--- src/rtl/global_defs.sv ---
// Shared memory-interface types for the KNN datapath, plus the ownership
// types used by the memory port scheduler.
//   ADDR / MEM_BLOCK / MEM_TAG / MEM_COMMAND : memory bus types
//   req_owner_e / tag_entry_t                : tag-owner table entries
//   grant_e                                  : scheduler grant selection
package global_defs;

  typedef logic [31:0] ADDR;
  typedef logic [63:0] MEM_BLOCK;
  typedef logic [3:0]  MEM_TAG;

  typedef enum logic [1:0] {
    MEM_NONE  = 2'h0,
    MEM_LOAD  = 2'h1,
    MEM_STORE = 2'h2
  } MEM_COMMAND;

  typedef enum logic {
    OWN_Q = 1'b0,
    OWN_R = 1'b1
  } req_owner_e;

  typedef struct packed {
    logic       valid;
    req_owner_e owner;
  } tag_entry_t;

  typedef enum logic [1:0] {
    GNT_NONE = 2'd0,
    GNT_W    = 2'd1,
    GNT_Q    = 2'd2,
    GNT_R    = 2'd3
  } grant_e;

endpackage

--- src/rtl/mem_port_scheduler_if.sv ---
// Requester-side bundle of the memory port scheduler.
//   q_* : query load request / response
//   r_* : reference load request / response
//   w_* : writeback store request
// master = requester (KNN memory controller), slave = scheduler.
interface mem_port_scheduler_if;
  import global_defs::*;

  logic     q_req_valid;
  ADDR      q_req_addr;
  logic     q_req_ready;
  logic     q_rsp_valid;
  MEM_BLOCK q_rsp_data;

  logic     r_req_valid;
  ADDR      r_req_addr;
  logic     r_req_ready;
  logic     r_rsp_valid;
  MEM_BLOCK r_rsp_data;

  logic     w_req_valid;
  ADDR      w_req_addr;
  MEM_BLOCK w_req_data;
  logic     w_req_ready;

  modport master (
    output q_req_valid, q_req_addr,
    input  q_req_ready, q_rsp_valid, q_rsp_data,
    output r_req_valid, r_req_addr,
    input  r_req_ready, r_rsp_valid, r_rsp_data,
    output w_req_valid, w_req_addr, w_req_data,
    input  w_req_ready
  );

  modport slave (
    input  q_req_valid, q_req_addr,
    output q_req_ready, q_rsp_valid, q_rsp_data,
    input  r_req_valid, r_req_addr,
    output r_req_ready, r_rsp_valid, r_rsp_data,
    input  w_req_valid, w_req_addr, w_req_data,
    output w_req_ready
  );

endinterface

--- src/rtl/mem_tag_table.sv ---
// Tag-owner table: one entry per memory tag recording which load requester
// owns an in-flight load.
//   alloc_en/alloc_tag/alloc_owner : record a newly accepted load
//   ret_tag                        : tag of returning data (0 = none)
//   ret_hit/ret_owner              : returning tag is owned; entry is freed
//   ret_stray                      : returning tag has no owner
//   alloc_reuse/reuse_owner        : allocation hits a still-live entry
// A return and an allocation of the same tag in one cycle free first and
// then allocate, so that case is not a reuse.
module mem_tag_table
  import global_defs::*;
#(
  parameter int NUM_TAGS = 16
) (
  input  logic       clk,
  input  logic       rst,
  input  logic       alloc_en,
  input  MEM_TAG     alloc_tag,
  input  req_owner_e alloc_owner,
  input  MEM_TAG     ret_tag,
  output logic       ret_hit,
  output req_owner_e ret_owner,
  output logic       ret_stray,
  output logic       alloc_reuse,
  output req_owner_e reuse_owner
);

  tag_entry_t tag_tbl [NUM_TAGS];
  tag_entry_t ret_entry;
  tag_entry_t alloc_entry;

  assign ret_entry   = tag_tbl[ret_tag];
  assign alloc_entry = tag_tbl[alloc_tag];

  assign ret_hit     = (ret_tag != '0) && ret_entry.valid;
  assign ret_stray   = (ret_tag != '0) && !ret_entry.valid;
  assign ret_owner   = ret_entry.owner;

  assign alloc_reuse = alloc_en && alloc_entry.valid &&
                       !(ret_hit && (ret_tag == alloc_tag));
  assign reuse_owner = alloc_entry.owner;

  // The allocation write comes after the free so it wins on a shared tag.
  always_ff @(posedge clk or negedge rst) begin
    if (!rst) begin
      for (int i = 0; i < NUM_TAGS; i++) tag_tbl[i] <= '0;
    end else begin
      if (ret_hit) tag_tbl[ret_tag].valid <= 1'b0;
      if (alloc_en) tag_tbl[alloc_tag] <= '{valid: 1'b1, owner: alloc_owner};
    end
  end

endmodule

--- src/rtl/mem_port_scheduler.sv ---
// Shares the single memory port between query loads (Q), reference loads (R)
// and result writeback stores (W). Fixed priority W > Q > R, at most one
// command per cycle; load tags are tracked so returned data reaches its owner.
//   clk, rst (async, active low)
//   req                      : requester bundle (slave side)
//   mem2proc_transaction_tag : acceptance tag for this cycle's command, 0 = rejected
//   mem2proc_data/_data_tag  : load return, tag 0 = none
//   proc2mem_command/addr/data : command to memory
//   idle                     : no loads outstanding and no request pending
//   err_stray_tag            : sticky, a return carried an unowned tag
//   err_tag_reuse            : sticky, an accepted load reused a live tag
// MAX_OUTSTANDING must stay at or below 15.
module mem_port_scheduler
  import global_defs::*;
#(
  parameter int MAX_OUTSTANDING = 8,
  parameter int NUM_TAGS        = 16
) (
  input  logic       clk,
  input  logic       rst,
  mem_port_scheduler_if.slave req,
  input  MEM_TAG     mem2proc_transaction_tag,
  input  MEM_BLOCK   mem2proc_data,
  input  MEM_TAG     mem2proc_data_tag,
  output MEM_COMMAND proc2mem_command,
  output ADDR        proc2mem_addr,
  output MEM_BLOCK   proc2mem_data,
  output logic       idle,
  output logic       err_stray_tag,
  output logic       err_tag_reuse
);

  localparam int CW = $clog2(MAX_OUTSTANDING + 1);

  logic [CW-1:0] q_cnt, r_cnt;
  logic          q_elig, r_elig;
  grant_e        grant;
  logic          tag_ok;
  logic          alloc_en;
  req_owner_e    alloc_owner;
  logic          ret_hit, ret_stray, alloc_reuse;
  req_owner_e    ret_owner, reuse_owner;
  logic          q_dec_ret, r_dec_ret, q_dec_reuse, r_dec_reuse;

  assign q_elig = req.q_req_valid && (q_cnt < CW'(MAX_OUTSTANDING));
  assign r_elig = req.r_req_valid && (r_cnt < CW'(MAX_OUTSTANDING));

  always_comb begin
    grant            = GNT_NONE;
    proc2mem_command = MEM_NONE;
    proc2mem_addr    = '0;
    proc2mem_data    = '0;
    if (req.w_req_valid) begin
      grant            = GNT_W;
      proc2mem_command = MEM_STORE;
      proc2mem_addr    = req.w_req_addr;
      proc2mem_data    = req.w_req_data;
    end else if (q_elig) begin
      grant            = GNT_Q;
      proc2mem_command = MEM_LOAD;
      proc2mem_addr    = req.q_req_addr;
    end else if (r_elig) begin
      grant            = GNT_R;
      proc2mem_command = MEM_LOAD;
      proc2mem_addr    = req.r_req_addr;
    end
  end

  assign tag_ok          = (mem2proc_transaction_tag != '0);
  assign req.w_req_ready = (grant == GNT_W) && tag_ok;
  assign req.q_req_ready = (grant == GNT_Q) && tag_ok;
  assign req.r_req_ready = (grant == GNT_R) && tag_ok;

  assign alloc_en    = req.q_req_ready || req.r_req_ready;
  assign alloc_owner = req.r_req_ready ? OWN_R : OWN_Q;

  mem_tag_table #(
    .NUM_TAGS (NUM_TAGS)
  ) u_tag_table (
    .clk         (clk),
    .rst         (rst),
    .alloc_en    (alloc_en),
    .alloc_tag   (mem2proc_transaction_tag),
    .alloc_owner (alloc_owner),
    .ret_tag     (mem2proc_data_tag),
    .ret_hit     (ret_hit),
    .ret_owner   (ret_owner),
    .ret_stray   (ret_stray),
    .alloc_reuse (alloc_reuse),
    .reuse_owner (reuse_owner)
  );

  assign q_dec_ret   = ret_hit && (ret_owner == OWN_Q);
  assign r_dec_ret   = ret_hit && (ret_owner == OWN_R);
  assign q_dec_reuse = alloc_reuse && (reuse_owner == OWN_Q);
  assign r_dec_reuse = alloc_reuse && (reuse_owner == OWN_R);

  // A requester can gain one and lose up to two loads in the same cycle
  // (an accept, a return, and an overwritten live tag).
  always_ff @(posedge clk or negedge rst) begin
    if (!rst) begin
      q_cnt <= '0;
      r_cnt <= '0;
    end else begin
      q_cnt <= q_cnt + CW'(req.q_req_ready) - CW'(q_dec_ret) - CW'(q_dec_reuse);
      r_cnt <= r_cnt + CW'(req.r_req_ready) - CW'(r_dec_ret) - CW'(r_dec_reuse);
    end
  end

  always_ff @(posedge clk or negedge rst) begin
    if (!rst) begin
      req.q_rsp_valid <= 1'b0;
      req.q_rsp_data  <= '0;
      req.r_rsp_valid <= 1'b0;
      req.r_rsp_data  <= '0;
      err_stray_tag   <= 1'b0;
      err_tag_reuse   <= 1'b0;
    end else begin
      req.q_rsp_valid <= q_dec_ret;
      req.r_rsp_valid <= r_dec_ret;
      if (q_dec_ret) req.q_rsp_data <= mem2proc_data;
      if (r_dec_ret) req.r_rsp_data <= mem2proc_data;
      err_stray_tag   <= err_stray_tag | ret_stray;
      err_tag_reuse   <= err_tag_reuse | alloc_reuse;
    end
  end

  assign idle = (q_cnt == '0) && (r_cnt == '0) &&
                !req.q_req_valid && !req.r_req_valid && !req.w_req_valid;

endmodule

--- src/flat_wrapper.sv ---
// flat-port wrapper written by rule: the top's interface ports become plain ports
module mem_port_scheduler_flat import global_defs::*;
#(
  parameter int MAX_OUTSTANDING = 8,
  parameter int NUM_TAGS        = 16
)
  (clk, rst, mem2proc_transaction_tag, mem2proc_data, mem2proc_data_tag, proc2mem_command, proc2mem_addr, proc2mem_data, idle, err_stray_tag, err_tag_reuse, req_q_req_valid, req_q_req_addr, req_q_req_ready, req_q_rsp_valid, req_q_rsp_data, req_r_req_valid, req_r_req_addr, req_r_req_ready, req_r_rsp_valid, req_r_rsp_data, req_w_req_valid, req_w_req_addr, req_w_req_data, req_w_req_ready);
  mem_port_scheduler_if req_i ();
  input  logic clk;
  input  logic rst;
  input  MEM_TAG mem2proc_transaction_tag;
  input  MEM_BLOCK mem2proc_data;
  input  MEM_TAG mem2proc_data_tag;
  output MEM_COMMAND proc2mem_command;
  output ADDR proc2mem_addr;
  output MEM_BLOCK proc2mem_data;
  output logic idle;
  output logic err_stray_tag;
  output logic err_tag_reuse;
  input wire logic [$bits(req_i.q_req_valid)-1:0] req_q_req_valid;
  input wire logic [$bits(req_i.q_req_addr)-1:0] req_q_req_addr;
  output wire logic [$bits(req_i.q_req_ready)-1:0] req_q_req_ready;
  output wire logic [$bits(req_i.q_rsp_valid)-1:0] req_q_rsp_valid;
  output wire logic [$bits(req_i.q_rsp_data)-1:0] req_q_rsp_data;
  input wire logic [$bits(req_i.r_req_valid)-1:0] req_r_req_valid;
  input wire logic [$bits(req_i.r_req_addr)-1:0] req_r_req_addr;
  output wire logic [$bits(req_i.r_req_ready)-1:0] req_r_req_ready;
  output wire logic [$bits(req_i.r_rsp_valid)-1:0] req_r_rsp_valid;
  output wire logic [$bits(req_i.r_rsp_data)-1:0] req_r_rsp_data;
  input wire logic [$bits(req_i.w_req_valid)-1:0] req_w_req_valid;
  input wire logic [$bits(req_i.w_req_addr)-1:0] req_w_req_addr;
  input wire logic [$bits(req_i.w_req_data)-1:0] req_w_req_data;
  output wire logic [$bits(req_i.w_req_ready)-1:0] req_w_req_ready;
  assign req_i.q_req_valid = req_q_req_valid;
  assign req_i.q_req_addr = req_q_req_addr;
  assign req_q_req_ready = req_i.q_req_ready;
  assign req_q_rsp_valid = req_i.q_rsp_valid;
  assign req_q_rsp_data = req_i.q_rsp_data;
  assign req_i.r_req_valid = req_r_req_valid;
  assign req_i.r_req_addr = req_r_req_addr;
  assign req_r_req_ready = req_i.r_req_ready;
  assign req_r_rsp_valid = req_i.r_rsp_valid;
  assign req_r_rsp_data = req_i.r_rsp_data;
  assign req_i.w_req_valid = req_w_req_valid;
  assign req_i.w_req_addr = req_w_req_addr;
  assign req_i.w_req_data = req_w_req_data;
  assign req_w_req_ready = req_i.w_req_ready;
  mem_port_scheduler #(.MAX_OUTSTANDING(MAX_OUTSTANDING), .NUM_TAGS(NUM_TAGS)) u_core (.clk(clk), .rst(rst), .req(req_i), .mem2proc_transaction_tag(mem2proc_transaction_tag), .mem2proc_data(mem2proc_data), .mem2proc_data_tag(mem2proc_data_tag), .proc2mem_command(proc2mem_command), .proc2mem_addr(proc2mem_addr), .proc2mem_data(proc2mem_data), .idle(idle), .err_stray_tag(err_stray_tag), .err_tag_reuse(err_tag_reuse));
endmodule
--- config.mk ---
export PLATFORM = sky130hd
export DESIGN_NAME = mem_port_scheduler_flat
export DESIGN_NICKNAME = d
export VERILOG_FILES = /design/src/rtl/global_defs.sv /design/src/rtl/mem_port_scheduler_if.sv /design/src/rtl/mem_tag_table.sv /design/src/rtl/mem_port_scheduler.sv /design/src/flat_wrapper.sv
export SDC_FILE = /design/constraint.sdc
export NUM_CORES = 1
export LEC_CHECK = 0
export CAP_MARGIN = 20
export CORE_AREA = 2 2 184 186
export CTS_CLUSTER_SIZE = 30
export DETAILED_ROUTE_END_ITERATION = 10
export DIE_AREA = 0 0 186 188
export PLACE_DENSITY = 0.54
export SYNTH_ARGS = -nofsm -noshare
export SYNTH_HDL_FRONTEND = slang
export SYNTH_SLANG_ARGS = --single-unit
--- constraint.sdc ---
create_clock -name clk -period 3.64 [get_ports clk]
set_clock_uncertainty 0.05 [all_clocks]
set_input_delay 0.728 -clock clk [delete_from_list [all_inputs] [get_ports clk]]
set_output_delay 0.728 -clock clk [all_outputs]
set_load 0.02 [all_outputs]
* Word-level counts from Yosys, hierarchy flattened
Cells that the tools add are included.
W data, S select, Z words.
** Cells by class
- $mul :: 0
- $add $sub $neg :: 6
- Bitwise logic cells :: 6
- Magnitude comparators :: 6
- Div/mod/pow operators :: 0
- Shift operators :: 0
- Mux-type cells :: 25
- Equality and inequality tests :: 4
- Reduce and logical (&&, ||, !) cells :: 30
** Operators by type and width (number)
- $mux W32 :: 5
- $bwmux W32 :: 2
- $mux W64 :: 1
- $mux W2 :: 11
- $logic_and A1 B1 Y1 :: 20
- $bmux W2 S4 :: 2
- $demux W2 S4 :: 2
- $sub A4 B1 Y4 :: 4
- $ge A5 B5 Y1 const B :: 2
- $lt A5 B1 Y1 const B :: 2
- $not A4 Y5 :: 2
- $add A4 B1 Y4 :: 2
- $logic_not A4 Y1 :: 2
- $lt A4 B4 Y1 const B :: 2
- $reduce_bool A4 Y1 :: 2
- $logic_not A1 Y1 :: 5
- $eq A2 B2 Y1 const B :: 2
- $eq A4 B4 Y1 :: 1
- $eq A2 B1 Y1 const B :: 1
- $mux W1 :: 2
- $not A1 Y1 :: 2
- $or A1 B1 Y1 :: 2
- $logic_or A1 B1 Y1 :: 1
** Storage, ports and cells
- RAM bits :: 0
- Bits of input ports :: 237
- Bits in registers :: 172
- Output and inout bits :: 234
- ROM bits :: 0
- Latch bits :: 0
- Memories kept :: 0

* Depth between registers and ports, before layout
Gate-level depths: netlist of the first run.
- Depth in word-level cells :: 12
- Gate-level depth with buffers :: 16

* Modules after synthesis
From an unflattened synthesis of the first run, not the netlist that was laid out.
** Second synthesis, totals
- Cells, all modules :: 771
- Area total of the unflattened synthesis :: 8418.1 um^2
** Modules (own cells, without submodules)
- mem_port_scheduler :: instances 1, cells an instance 617, area an instance 6531.3 um^2
- mem_tag_table :: instances 1, cells an instance 154, area an instance 1886.8 um^2

* Worst setup path after synthesis of the first run
Ideal clock, no wire load.
- Path kind :: input to register
- Start :: in mem2proc_transaction_tag[0]
- End :: reg u_core.r_cnt[3]
- Cell stages on the path :: 9
- Slack :: -368 ps
- Data arrival time :: 3836 ps
- Required time :: 3467 ps
- Path through :: buf_2 > buf_2 > nor3_1 > nor4_1 > fa_1 > ha_1 > ha_1 > fa_1 > xnor2_1
** Between the ends
- Elaborated cells between the ends (all ways) :: 17
- Classes of those cells :: add/sub: 3; eq/ne: 1; mux: 3; bitwise: 1; reduce/logical: 9
** RTL lines
- start, declared :: line flat_wrapper.sv:11 : input MEM_TAG mem2proc_transaction_tag;
- $reduce_bool A4 Y1 * :: line mem_port_scheduler.sv:69 : assign tag_ok = (mem2proc_transaction_tag != '0);
- $logic_and A1 B1 Y1 * :: line mem_port_scheduler.sv:72 : assign req.r_req_ready = (grant == GNT_R) && tag_ok;
- via req_r_req_ready :: line flat_wrapper.sv:27 : output wire logic [$bits(req_i.r_req_ready)-1:0] req_r_req_ready;
- parallel branches: the longest is 4 deep, another holds $add A4 B1 Y4
- $sub A4 B1 Y4 * :: line mem_port_scheduler.sv:106 : r_cnt <= r_cnt + CW'(req.r_req_ready) - CW'(r_dec_ret) - CW'(r_dec_reuse);
- end signal, assigned :: line mem_port_scheduler.sv:106
- end, declared :: line mem_port_scheduler.sv:35 : logic [CW-1:0] q_cnt, r_cnt;
Mark *: on every way through the listed nets, which the timed path passes. The select of a mux whose other input is x is not followed.
A chain may end at the register's enable or synchronous reset.

* Final worst setup path of the first run
- Start :: in req_q_req_valid
- End :: out proc2mem_addr[2]
** Between the ends
- Longest elaborated chain between the ends :: 3
** RTL lines
- start, declared :: line flat_wrapper.sv:20 : input wire logic [$bits(req_i.q_req_valid)-1:0] req_q_req_valid;
- $logic_and A1 B1 Y1 :: line mem_port_scheduler.sv:45 : assign q_elig = req.q_req_valid && (q_cnt < CW'(MAX_OUTSTANDING));
- $mux W32 :: line mem_port_scheduler.sv:58 : end else if (q_elig) begin
- $mux W32 :: line mem_port_scheduler.sv:53 : if (req.w_req_valid) begin
- end, declared :: line flat_wrapper.sv:15 : output ADDR proc2mem_addr;
No other way between the ends.

==> metrics.txt, run 1 <==
Synth Flop Type dfrtp_1; Hold Crit Class primary input to asynchronous set/reset pin; die area 35000 sq um; CTS Buf Count 17; # clock sinks 172; routed len/inst 20.9 um; router iterations before antenna repair 7; post-route cell area 14800 sq um; first-pass GRT wire length 50000 um; Max Fclk 0.284 GHz; NetSw 0.00346 W; fin nets 1429; CTS max path bufs 2; total of max-cap violations 0; dominant cell type by area after synthesis dfrtp_1; Synth warnings 0; core footprint 33100 sq um; DR vias 7369; FILL cells 3055; post-synthesis compound-gate area fraction 8.98%; Clock Pin Slew Worst Setup and Hold Paths 70 ps; Worst EP required 2860 ps; vias per cell 4.48; syn_area_per_cell 12.5 sq um; synth top area cells dfrtp_1 50%, mux2_4 14%, mux2_2 6.4%; Clock power frac 19.4%; vias in the first global route 7544; Critical Path Fanout Max 32; DRC 0; Lkg Pwr 6.38 nW; PD cells 668 nW/um^2; CTS tree yes; largest net degree at the start of global routing 87; outcome completed; #FFs+latches synth 172; fin. max-slew vios 0; combinational share of power 48.3%; Final Hold Slack 278 ps; multi-input logic area 4090 sq um; Worst R2R End u_core.q_cnt[3]; switching share of power 34.9%; Worst EP arrival 2740 ps; syn_nets 941; CTS root buffer clkbuf_16; Global Route Usage Sum 19.3%; Slew HR 46.2%; Die Width 186 um; largest family of logic cells by synthesized area multiplexers; placed insts 1606; number of enable flip-flop cells after synthesis 0; Final Cycle Share 96.7%; synth cell count leaders 172 x dfrtp_1, 80 x mux2_4, 77 x o21ai_0, 64 x and2_1, 50 x nand2_1; top-area cell type share of the netlist area 49.7%; number of nets with antenna violations after routing 0; cells on worst reg2reg path 13; final setup vio count 0; H-tree levels 4; Final Util 44.8%; CP Class primary input to output pin; asr flop ratio synth 100%; most common cell in the netlist dfrtp_1; Non-Filler Instances 1645; cell area after synthesis 8650 sq um; Seq/Total Area, Yosys 49.7%; DP HPWL 27600 um; Boundary Pins 471; Yosys cell types 41; initial antenna violation count 13; initial core utilization 26.1%; final hold vios 0; final period demand of the worst path 3520 ps; Die Ht 188 um; clock latency on the worst-skew pair 440 ps; Port Buffers 470; 1st-iter DRT viols 444; Power Internal 0.00645 W; Reg power frac 32.3%; Area growth, synth to finish 71.4%; register area 4300 sq um; fraction of synthesized area in multiplexers 24.7%; adder-cell area share of the yosys netlist 2.08%; VDD IR max 0.394 mV; Worst setup SP type primary input; Post-Place Cell Area 14100 sq um; fraction of layout cells with a size suffix above 1 20.4%; Critical R2R Launch u_core.u_tag_table.tag_tbl[25]; total grt overflow 0; flop-to-flop setup slack 360 ps; crit path capture type output pin; RSZ-0062 raised after global routing false; post-synthesis xor/xnor area fraction 0.607%; site row count 67; GP Congestion 0.841; CTS Hold Bufs 0; Slew @ Worst Pin 806 ps; post-synthesis cell count 692; WL final 34400 um; post-synthesis simple-gate area fraction 9.89%
## layout by cell type (no fill, tap or decap), types with 5 or more instances in the layout
cell             synthesis  final
a22oi_1                 33     33
dlymetal6s2s_1           0     15
o21ai_0                 77     77
nor2_1                   7      5
inv_1                   16     15
buf_4                    2     43
inv_6                    0      5
mux2i_1                  7      7
dfrtp_1                172    172
nor2b_1                  9      8
and2_1                  64     64
mux2_4                  80     80
clkbuf_16                0     17
nand2_1                 50     49
nand2b_1                11     10
ha_1                     8      8
mux2_2                  49     49
mux4_2                  14     14
xnor2_1                  5      5
clkdlybuf4s50_1          0    449
## sequential cells by signal (all words and copies together), names as in the netlist
| signal | flops |
|---|---|
| u_core.q_cnt | 4 |
| u_core.req.q_rsp_valid | 1 |
| u_core.err_tag_reuse | 1 |
| u_core.req.r_rsp_data | 64 |
| u_core.r_cnt | 4 |
| u_core.u_tag_table.tag_tbl | 32 |
| u_core.req.q_rsp_data | 64 |
| u_core.req.r_rsp_valid | 1 |
| u_core.err_stray_tag | 1 |
## cell families after synthesis
group,count (synthesis)
flip-flops,172
AND/OR/NAND/NOR,160
multiplexers,150
AO/OA/AOI/OAI,125
buffers and inverters,67
adder cells (fa/ha/maj),12
XOR/XNOR,6
## stage by stage
stage	setup WS (ps)	power [W]	setup TNS, ps
finish	120	0.00990	0
CTS	24.0	0.0100	0
floorplan	7.69	0.00563	0
global placement	-629	0.00799	-33040
detailed placement	-690	0.00803	-41520
global route	18.9	0.0104	0
## power groups by stage
stage	clock network (W)	registers, W	logic (W)
after floorplan	0	0.00394	0.00169
after global placement	0	0.00323	0.00476
after detailed placement	0	0.00323	0.00480
after CTS	0.00198	0.00320	0.00483
after global routing	0.00207	0.00330	0.00507
final	0.00192	0.00319	0.00479
## worst max-delay path by stage
stage / depth (start not counted) / endpoint / startpoint
6_report: 8 / proc2mem_addr[2] / req_q_req_valid
5_1_grt: 14 / u_core.q_cnt[3] / mem2proc_transaction_tag[1]
4_1_cts: 7 / proc2mem_addr[4] / req_q_req_valid
3_5_place_dp: 9 / u_core.req.q_rsp_data[50] / mem2proc_data_tag[0]
3_3_place_gp: 14 / u_core.q_cnt[3] / mem2proc_data_tag[0]
2_1_floorplan: 14 / u_core.q_cnt[3] / mem2proc_data_tag[0]
## metal layers
metal	vias up	wire, um	share of wire, %	GRT usage, %
li1	3425	-	-	-
met1	3546	15300	45	26.4
met2	340	14900	43	28.3
met3	42	3620	11	8.04
met4	16	389	1.1	4.54
met5	-	99	0.29	0
## final cells by class
| cell class | instances | area share (%) |
|---|---|---|
| repair buffers | 520 | 35.0 |
| flip-flops and latches | 172 | 29.0 |
| multi-input cells | 453 | 27.6 |
| well taps | 448 | 3.78 |
| clock buffers | 19 | 2.99 |
| clock inverters | 13 | 1.18 |
| inverters | 16 | 0.405 |
| diodes | 4 | 0.0675 |
## what timing repair did
item,CTS,global route
gates cloned,1,0
gates resized for setup,8,24
pin swaps,1,0
setup buffers,2,0
endpoints found under the setup margin,49,23
## critical path, cell delays in order
cell and delay [ps]:
clkdlybuf4s50_1 430, buf_4 150, nor2b_4 140, nor2_2 150, buf_12 210, a22oi_1 90
o21ai_0 180, clkdlybuf4s50_1 650
Power figures use the tool's default switching activity.
==> run 2, diff against run 1 <==
--- a/config.mk
+++ b/config.mk
@@ -6,11 +6,11 @@
 export NUM_CORES = 1
 export LEC_CHECK = 0
 export CAP_MARGIN = 20
-export CORE_AREA = 2 2 184 186
+export CORE_AREA = 5 5 182 184
 export CTS_CLUSTER_SIZE = 30
 export DETAILED_ROUTE_END_ITERATION = 10
-export DIE_AREA = 0 0 186 188
-export PLACE_DENSITY = 0.54
+export DIE_AREA = 0 0 187 189
+export PLACE_DENSITY = 0.57
 export SYNTH_ARGS = -nofsm -noshare
 export SYNTH_HDL_FRONTEND = slang
 export SYNTH_SLANG_ARGS = --single-unit
==> run 2 against run 1 <==
Against the previous run:
- sequential share of layout area is essentially flat
- register-to-register slack barely moved
- total power fell by 0.51%
- largest power group unchanged
- wire length fell by 5.1%
- sequential power barely moved
- largest cell class unchanged
- worst hold slack lost 20 ps
- fmax is 2.2% lower
==> metrics.txt, run 2 (synthesis results as in run 1) <==
Final Cycle Share 98.9% (+2.2 points); crit path capture type output pin; Non-Filler Instances 1609 (-2.2%); Slew HR 42.1% (-4.2 points); routed len/inst 20.3 um (-3.0%); Die Ht 189 um (+0.53%); H-tree levels 4 (unchanged); Final Hold Slack 258 ps (-20.4 ps); Global Route Usage Sum 17.7% (-1.6 points); fin. max-slew vios 0 (unchanged); Hold Crit Class primary input to asynchronous set/reset pin; Area growth, synth to finish 71.1%; CTS max path bufs 2 (unchanged); Lkg Pwr 6.46 nW (+1.2%); placed insts 1571 (-2.2%); WL final 32600 um (-5.1%); clock latency on the worst-skew pair 430 ps (about the same); CTS root buffer clkbuf_16; Worst path max stage delay 600 ps (-50 ps); site row count 65 (-3.0%); die area 35300 sq um (+1.1%); largest net degree at the start of global routing 131 (+51%); Critical Path Fanout Max 14 (-56%); Worst EP arrival 2820 ps (+80 ps); total grt overflow 0 (unchanged); PD cells 665 nW/um^2 (-0.36%); Slew @ Worst Pin 869 ps (+62.6 ps); crit-path cells clkdlybuf4s50_1 -> nor2b_4 -> nor2_2 -> buf_4 -> a22oi_1 -> o21ai_0 -> buf_4 -> clkdlybuf4s50_1; vias per cell 4.55 (+1.5%); Port Buffers 470 (unchanged); fin nets 1441 (+0.84%); commonest non-fill, non-tap cell in the layout clkdlybuf4s50_1; first-pass GRT wire length 49100 um (-1.8%); router iterations before antenna repair 5 (-2); DRC 0 (unchanged); GP Congestion 0.917 (+9.0%); DR vias 7314 (-0.75%); most frequent cells in the layout 444 x clkdlybuf4s50_1, 172 x dfrtp_1, 80 x mux2_4, 77 x o21ai_0, 64 x and2_1; CTS Buf Count 17 (unchanged); Die Width 187 um (+0.54%); initial core utilization 27.7% (+1.6 points); Worst setup SP type primary input; Worst EP required 2860 ps (about the same); CP Class primary input to output pin; number of nets with antenna violations after routing 0 (unchanged); outcome completed; Critical-path top delay cell clkdlybuf4s50_1; DP HPWL 25900 um (-6.2%); core footprint 31200 sq um (-5.7%); Max Fclk 0.278 GHz (-2.2%); total of max-cap violations 0 (unchanged); 1st-iter DRT viols 388 (-13%); Clock Pin Slew Worst Setup and Hold Paths 80 ps (about the same); final period demand of the worst path 3600 ps (+79.7 ps); fraction of layout cells with a size suffix above 1 21.2% (+0.79 points); final setup vio count 0 (unchanged); vias in the first global route 7721 (+2.3%); Boundary Pins 471 (unchanged); CTS tree yes; # clock sinks 172 (unchanged); final hold vios 0 (unchanged); top flop regs u_core.req.q_rsp_data (64), u_core.req.r_rsp_data (64), u_core.u_tag_table.tag_tbl (32); VDD IR max 0.372 mV (-5.8%); initial antenna violation count 2 (-11); RSZ-0062 raised after global routing true
## run 2: worst paths after layout
kind / startpoint / to / slack [ps] / cells after the start
setup / recovery: req_q_req_valid / proc2mem_addr[31] / 40 / 8
hold / removal: rst / u_core.req.r_rsp_data[12] / 260 / 1
setup reg to reg: u_core.u_tag_table.tag_tbl[25] / u_core.q_cnt[3] / 350 / 13
hold reg to reg: u_core.u_tag_table.tag_tbl[31] / u_core.u_tag_table.tag_tbl[31] / 370 / 0
max in group asynchronous: rst / u_core.req.q_rsp_data[44] / 2360 / 2
min in group clk: u_core.u_tag_table.tag_tbl[31] / u_core.u_tag_table.tag_tbl[31] / 370 / 0
## run 2: metrics by stage
stage	utilization (%)	cell area (sq um)	power [W]	TNS [ps]	worst slack, ps
2_1_floorplan	-	8700	0.00563	0	7.69
3_3_place_gp	45.3	14100	0.00808	-25440	-618
3_5_place_dp	45.3	14100	0.00812	-31570	-669
4_1_cts	47.2	14800	0.0100	0	4.35
5_1_grt	47.4	14800	0.0104	-65.2	-65.2
6_report	47.4	14800	0.00985	0	40.5
## run 2: repair_timing
action                     in CTS  in global routing
buffers inserted                3                  1
gates resized for setup         9                 20
hold buffers                    0                  0
setup endpoints to repair      30                 45
hold endpoints to repair        0                  0
## run 2: routing by layer
layer | GRT usage, % | vias to the layer above | wire length, um
met2 | 32.0 | 252 | 17000
met5 | 0 | - | 0
met3 | 4.63 | 26 | 1960
met1 | 21.0 | 3607 | 13000
met4 | 4.78 | 0 | 654
li1 | - | 3429 | -
## run 2: power by group
| group | internal [W] | total (W) | switching [W] |
|---|---|---|---|
| logic | 0.00266 | 0.00485 | 0.00219 |
| registers | 0.00271 | 0.00320 | 0.000490 |
| clock network | 0.000935 | 0.00181 | 0.000876 |
| total | 0.00630 | 0.00985 | 0.00355 |
## run 2: worst max-delay path, delay by kind of cell
| family | cells | cell delay, ps |
|---|---|---|
| buf+inv | 4 | 1500 |
| simple gates | 2 | 370 |
| compound gates | 2 | 230 |
## run 2: cell type report
cell class                      count  area [sq um]
Tap cell                          402           503
Clock buffer                       18           439
Sequential cell                   172          4300
Clock inverter                     14           139
Inverter                           16          60.1
Fill cell                        2888         16400
Multi-Input combinational cell    453          4070
Antenna cell                        2          5.00
Timing Repair Buffer              532          5290
